### src/rtl/cook_pkg.sv
// Shared definitions for the microwave cook sequencer: controller states and
// the BCD entry-register geometry.
package cook_pkg;
   localparam int DIGIT_W    = 4;
   localparam int NUM_DIGITS = 3;
   localparam int ENTRY_W    = DIGIT_W * NUM_DIGITS;

   typedef enum logic [2:0] {
      CLR   = 3'd0,
      IDLE  = 3'd1,
      ENTRY = 3'd2,
      LOAD  = 3'd3,
      COOK  = 3'd4,
      PAUSE = 3'd5,
      DONE  = 3'd6
   } state_t;

   // Keypad codes above 9 are not BCD digits and must never enter the timer.
   function automatic logic is_bcd(input logic [DIGIT_W-1:0] d);
      return d <= DIGIT_W'(9);
   endfunction
endpackage

### src/rtl/tick_div.sv
// Free-running 1 s tick divider; holds when not running, terminal-count tick
// is combinational so the controller can gate it in the same cycle.
module tick_div #(
   parameter int TICK_DIV = 50000000
) (
   input  logic clk,
   input  logic rst,
   input  logic run,
   input  logic clear,
   output logic tick
);
   localparam int CW = (TICK_DIV > 1) ? $clog2(TICK_DIV) : 1;
   localparam logic [CW-1:0] TERM = CW'(TICK_DIV - 1);

   logic [CW-1:0] count_reg;

   always_ff @(posedge clk or posedge rst) begin
      if (rst) begin
         count_reg <= '0;
      end else if (clear) begin
         count_reg <= '0;
      end else if (run) begin
         count_reg <= (count_reg == TERM) ? '0 : count_reg + 1'b1;
      end
   end

   assign tick = (count_reg == TERM);
endmodule

### src/rtl/cook_sequencer.sv
// Microwave cook controller: keypad entry, load/clear of the external BCD
// down-counter chain, 1 Hz count enable, door interlock and end beeper.
module cook_sequencer
   import cook_pkg::*;
#(
   parameter int TICK_DIV   = 50000000,
   parameter int BEEP_TICKS = 3
) (
   input  logic               clk,
   input  logic               rst,
   input  logic               key_valid,
   input  logic [DIGIT_W-1:0] key_digit,
   input  logic               start_btn,
   input  logic               stop_btn,
   input  logic               clear_btn,
   input  logic               door_closed,
   input  logic               timer_zero,
   output logic [ENTRY_W-1:0] load_val,
   output logic               load_n,
   output logic               clr_n,
   output logic               cnt_en,
   output logic               magnetron_on,
   output logic               lamp_on,
   output logic               beep
);
   localparam int BW = (BEEP_TICKS > 0) ? $clog2(BEEP_TICKS + 1) : 1;

   state_t             state_reg, state_next;
   logic [ENTRY_W-1:0] entry_reg, entry_next;
   logic [BW-1:0]      beep_cnt_reg, beep_cnt_next;
   logic               tick, div_run, div_clear, key_ok;

   tick_div #(.TICK_DIV(TICK_DIV)) u_tick_div (
      .clk   (clk),
      .rst   (rst),
      .run   (div_run),
      .clear (div_clear),
      .tick  (tick)
   );

   assign key_ok = key_valid && is_bcd(key_digit);

   always_ff @(posedge clk or posedge rst) begin
      if (rst) begin
         state_reg    <= CLR;
         entry_reg    <= '0;
         beep_cnt_reg <= '0;
      end else begin
         state_reg    <= state_next;
         entry_reg    <= entry_next;
         beep_cnt_reg <= beep_cnt_next;
      end
   end

   always_comb begin
      state_next    = state_reg;
      entry_next    = entry_reg;
      beep_cnt_next = '0;
      div_run       = 1'b0;
      div_clear     = 1'b0;
      load_n        = 1'b1;
      clr_n         = 1'b1;
      cnt_en        = 1'b0;
      magnetron_on  = 1'b0;
      lamp_on       = 1'b0;
      beep          = 1'b0;
      unique case (state_reg)
         CLR: begin
            clr_n      = 1'b0;
            entry_next = '0;
            state_next = IDLE;
         end
         IDLE: begin
            if (key_ok) begin
               entry_next = {entry_reg[ENTRY_W-DIGIT_W-1:0], key_digit};
               state_next = ENTRY;
            end
         end
         ENTRY: begin
            // A qualifying start swallows a simultaneous key press.
            if (clear_btn) begin
               state_next = CLR;
            end else if (start_btn && door_closed && (entry_reg != '0)) begin
               state_next = LOAD;
            end else if (key_ok) begin
               entry_next = {entry_reg[ENTRY_W-DIGIT_W-1:0], key_digit};
            end
         end
         LOAD: begin
            load_n     = 1'b0;
            div_clear  = 1'b1;
            state_next = COOK;
         end
         COOK: begin
            div_run      = 1'b1;
            magnetron_on = door_closed;
            lamp_on      = 1'b1;
            cnt_en       = tick && door_closed;
            if (!door_closed || stop_btn || clear_btn) begin
               state_next = PAUSE;
            end else if (timer_zero) begin
               state_next = DONE;
            end
         end
         PAUSE: begin
            lamp_on = !door_closed;
            if (clear_btn) begin
               state_next = CLR;
            end else if (start_btn && door_closed) begin
               state_next = COOK;
            end
         end
         DONE: begin
            // Counter saturates at BEEP_TICKS; exit is seen the cycle after.
            div_run       = 1'b1;
            beep          = 1'b1;
            beep_cnt_next = tick ? beep_cnt_reg + 1'b1 : beep_cnt_reg;
            if (clear_btn || !door_closed || (beep_cnt_reg == BW'(BEEP_TICKS))) begin
               state_next = CLR;
            end
         end
         default: state_next = CLR;
      endcase
   end

   for (genvar gi = 0; gi < NUM_DIGITS; gi++) begin : g_digit
      assign load_val[gi*DIGIT_W +: DIGIT_W] = entry_reg[gi*DIGIT_W +: DIGIT_W];
   end
endmodule
### config.mk
export PLATFORM = sky130hd
export DESIGN_NAME = cook_sequencer
export DESIGN_NICKNAME = d
export VERILOG_FILES = /design/src/rtl/cook_pkg.sv /design/src/rtl/tick_div.sv /design/src/rtl/cook_sequencer.sv
export SDC_FILE = /design/constraint.sdc
export NUM_CORES = 1
export LEC_CHECK = 0
export CAP_MARGIN = 30
export CELL_PAD_IN_SITES_DETAIL_PLACEMENT = 1
export CELL_PAD_IN_SITES_GLOBAL_PLACEMENT = 2
export CORE_ASPECT_RATIO = 1.2
export CORE_MARGIN = 2
export CORE_UTILIZATION = 38
export CTS_BUF_LIST = sky130_fd_sc_hd__clkbuf_16
export DETAILED_ROUTE_END_ITERATION = 7
export GPL_ROUTABILITY_DRIVEN = 0
export PLACE_DENSITY_LB_ADDON = 0.3
export SYNTH_ARGS = -nofsm -noshare
export SYNTH_HDL_FRONTEND = slang
export SYNTH_HIERARCHICAL = 1
export SYNTH_SLANG_ARGS = --single-unit
### constraint.sdc
create_clock -name clk -period 3.3 [get_ports clk]
set_input_delay 0.66 -clock clk [delete_from_list [all_inputs] [get_ports clk]]
set_output_delay 0.66 -clock clk [all_outputs]
set_load 0.005 [all_outputs]
==> summary.txt <==
======================================================================================================
Leak Pwr                                                                                       1.32 nW
NetSw                                                                                         0.592 mW
Final standard cell area without fillers                                                      2880 µm²
Simple logic cell fraction of the synthesized area                                               28.2%
Fraction of the mapped netlist area in compound gates                                            11.4%
Wire length of the first global-routing pass                                                   9680 µm
Number of instances in the synthesized netlist                                                     239
Part of the total power dissipated in combinational logic                                        31.7%
Switching share of total power                                                                   34.5%
Sequential group share of total power                                                            39.4%
Adder and majority gate portion of the synthesized area                                          1.06%
Routed wire length                                                                             5600 µm
CTS H-tree lvls                                                                                      2
Ant diodes                                                                                           0
Final count of hold timing violations                                                                0
Critical Path Source Type                                                                     register
Synth top area cells                                                                      sky130_fd_sc_hd__dfrtp_1, sky130_fd_sc_hd__xor2_1, sky130_fd_sc_hd__nor2_1, sky130_fd_sc_hd__a22o_1, sky130_fd_sc_hd__nand2_1
Number of enable-type register cells in the synthesized netlist                                      0
Cell at the root of the clock tree                                                        sky130_fd_sc_hd__clkbuf_16
Drt wl/cell                                                                                    15.8 µm
Count of unresolved DRC violations after routing                                                     0
Count of endpoints failing setup in the final report                                                 0
Starting density of the core                                                                     39.2%
Area of the die                                                                               6850 µm²
Post-DP Area                                                                                  2720 µm²
Vias after detailed routing                                                                       1887
Cell total after placement                                                                         345
Flip-flop count of the largest register after layout                                                26
Share of post-route cells with drive strength above 1                                            9.89%
Count of input and output buffers                                                                   29
Number of distinct standard cells referenced by the synthesized netlist                             48
All-layer global routing usage                                                                   17.4%
Number of ports placed on the die boundary                                                          30
Setup slack, reg-to-reg                                                                        1.00 ns
Number of antenna violations at the first check in global routing                                    0
Die Y-Extent                                                                                   90.3 µm
TritonCTS clock tree                                                                              done
Detailed-placement wirelength estimate                                                         3980 µm
Non-filler instance count after layout                                                             355
Least-Margin Pin Slew                                                                         0.654 ns
Register area share after synthesis                                                              45.6%
Maximum operating frequency                                                                    312 MHz
Core footprint                                                                                6010 µm²
Die span in x                                                                                  75.9 µm
Prevailing post-synth register cell                                                       sky130_fd_sc_hd__dfrtp_1
Worst supply voltage drop on vdd                                                              0.325 mV
Clock group share of total power                                                                 28.9%
WP data required                                                                               2.64 ns
Pin count of the biggest net entering global routing                                                27
Net Count, Synth                                                                                   253
Max-slew violation count                                                                             0
Tcrit/Tclk final                                                                                 97.2%
Xor/xnor cell area share of the yosys netlist                                                    8.55%
Result of the run                                                                            completed
Share of Yosys cell area claimed by the top area cell type                                       45.6%
Most frequently used cell type in the post-synthesis netlist                              sky130_fd_sc_hd__dfrtp_1
Internal Power                                                                                 1.12 mW
Nets@finish                                                                                        286
Area growth from synthesis to layout                                                             22.3%
Cell type with the largest total area after synthesis                                     sky130_fd_sc_hd__dfrtp_1
Number of global-route vias before repair                                                         2012
Setup Crit Path Kind                                                                      register to output pin
Arrival time at the worst endpoint                                                             2.55 ns
Fraction of synthesis flops using an asynchronous set or reset pin                                100%
Post-route antenna net violation count                                                               0
Commonest cells post-synth                                                                sky130_fd_sc_hd__dfrtp_1, sky130_fd_sc_hd__nor2_1, sky130_fd_sc_hd__nand2_1
Clock transition at the register clock pins on the worst setup and hold paths after CTS        0.06 ns
Crit-path max FO                                                                                     6
Max-cap violations                                                                                   0
Number of buffers inserted by hold repair at cts                                                     0
Yosys warning count                                                                                  6
DR vias/cell                                                                                      5.32
Time the final worst path needs with I/O delays and setup                                      3.21 ns
Number of buffers created by CTS                                                                     5
First-iteration detailed-routing DRC count                                                          71
Pwr Density                                                                                 595 nW/µm²
Unrepaired setup endpoints after global routing                                                  false
Worst min-delay path class                                                                register to register
Setup TNS                                                                                         0 ns
Average cell area after synthesis                                                             9.86 µm²
Standard-cell rows                                                                                  31
Relative slew slack                                                                              56.4%
Sinks on Clock Net                                                                                  43
Nature of the critical path endpoint                                                        output pin
Mapped cell area                                                                              2360 µm²
Pwr Total                                                                                      1.72 mW
Setup Skew                                                                                  0.00373 ns
Clock latency reported for the late side of the worst-skew pair                                0.29 ns
Synth Register Bits                                                                                 43
CTS Buffer Depth                                                                                     2
Total congestion overflow                                                                            0
Proportion of synthesized area in mux cells                                                     0.849%
Main combinational cell family by area after synthesis                                    simple AND/OR/NAND/NOR gates
Final worst setup slack                                                                      0.0940 ns
Post-placement setup slack                                                                    0.336 ns
Drt first pass iters                                                                                 4
======================================================================================================
power by group through the flow:
stage / Clock, mW / Combinational, mW / Sequential, mW
2_1_floorplan: 0 / 0.401 / 0.652
3_3_place_gp: 0 / 0.540 / 0.685
3_5_place_dp: 0 / 0.546 / 0.686
4_1_cts: 0.509 / 0.549 / 0.677
5_1_grt: 0.528 / 0.601 / 0.686
6_report: 0.496 / 0.544 / 0.677
layout make-up:
class / instances / area [µm²]
repair buffers: 35 / 335
clock inverters: 3 / 25.0
clock buffers: 5 / 125
flip-flops and latches: 43 / 1080
well taps: 82 / 103
multi-input cells: 177 / 1180
inverters: 10 / 37.5
fillers: 696 / 3130
worst paths after layout:
check | from | endpoint | cells past startpoint
worst max register to register | state_reg[1] | u_tick_div/count_reg[21] | 8
worst max-delay path | u_tick_div/count_reg[9] | cnt_en | 6
worst min register to register | load_val[11] | load_val[11] | 1
worst min-delay path | load_val[11] | load_val[11] | 1
min in group asynchronous | rst | u_tick_div/count_reg[8] | 3
max in group asynchronous | rst | state_reg[2] | 2
per-stage QoR:
stage          util, %  hold WS, ns
6_report          48.0        0.532
5_1_grt           48.0        0.566
4_1_cts           47.7        0.536
3_5_place_dp      45.2        0.519
3_3_place_gp      45.2        0.509
2_1_floorplan        -        0.481
cell families after synthesis:
family | after synthesis
multiplexers | 2
adder cells (fa/ha/maj) | 2
flip-flops | 43
AND/OR/NAND/NOR | 117
AO/OA/AOI/OAI | 33
XOR/XNOR | 23
buffers and inverters | 19
cell usage in the layout, fill, tap and decap left out, types with 2 or more instances in the layout:
master / netlist / layout
sky130_fd_sc_hd__dfrtp_1: 43 / 43
sky130_fd_sc_hd__nor2_1: 31 / 31
sky130_fd_sc_hd__clkdlybuf4s50_1: 0 / 29
sky130_fd_sc_hd__nand2_1: 20 / 20
sky130_fd_sc_hd__xor2_1: 19 / 19
sky130_fd_sc_hd__a22o_1: 12 / 12
sky130_fd_sc_hd__nand3_1: 12 / 12
sky130_fd_sc_hd__nand4_1: 10 / 10
sky130_fd_sc_hd__inv_1: 10 / 9
sky130_fd_sc_hd__and3_1: 8 / 8
sky130_fd_sc_hd__buf_4: 1 / 6
sky130_fd_sc_hd__nor4_1: 5 / 5
sky130_fd_sc_hd__nor2b_1: 5 / 5
sky130_fd_sc_hd__nor3_1: 5 / 5
sky130_fd_sc_hd__a21oi_1: 5 / 5
sky130_fd_sc_hd__clkbuf_16: 0 / 5
sky130_fd_sc_hd__xnor2_1: 4 / 4
sky130_fd_sc_hd__o21ai_0: 3 / 3
sky130_fd_sc_hd__nand2b_1: 3 / 3
sky130_fd_sc_hd__or2_2: 2 / 2
sky130_fd_sc_hd__nand4_2: 2 / 2
sky130_fd_sc_hd__nand4b_1: 2 / 2
sky130_fd_sc_hd__mux2i_1: 2 / 2
sky130_fd_sc_hd__ha_1: 2 / 2
sky130_fd_sc_hd__clkinv_4: 0 / 2
sky130_fd_sc_hd__a311oi_1: 2 / 2
sky130_fd_sc_hd__nor4_4: 2 / 2
metal layers:
layer	share of wire, %	up-vias	track usage [%]
met5	0	-	0
met4	1.4	0	6.82
li1	-	917	-
met1	44	938	20.9
met3	3.2	5	3.10
met2	51	27	31.0
timing repair:
| action | 4_1_cts | 5_1_grt |
|---|---|---|
| endpoints found under the setup margin | 0 | 1 |
| buffers inserted | 0 | 2 |
| gates resized for setup | 0 | 1 |
worst max-delay path, cell delays in order (launching register included):
cell and delay (ns):
sky130_fd_sc_hd__dfrtp_1 0.43, sky130_fd_sc_hd__or4b_2 0.69, sky130_fd_sc_hd__nor3_1 0.15, sky130_fd_sc_hd__nand4_1 0.22
sky130_fd_sc_hd__inv_2 0.15, sky130_fd_sc_hd__and2_1 0.13, sky130_fd_sc_hd__clkdlybuf4s50_1 0.49
(Power assumes the default switching activity.)
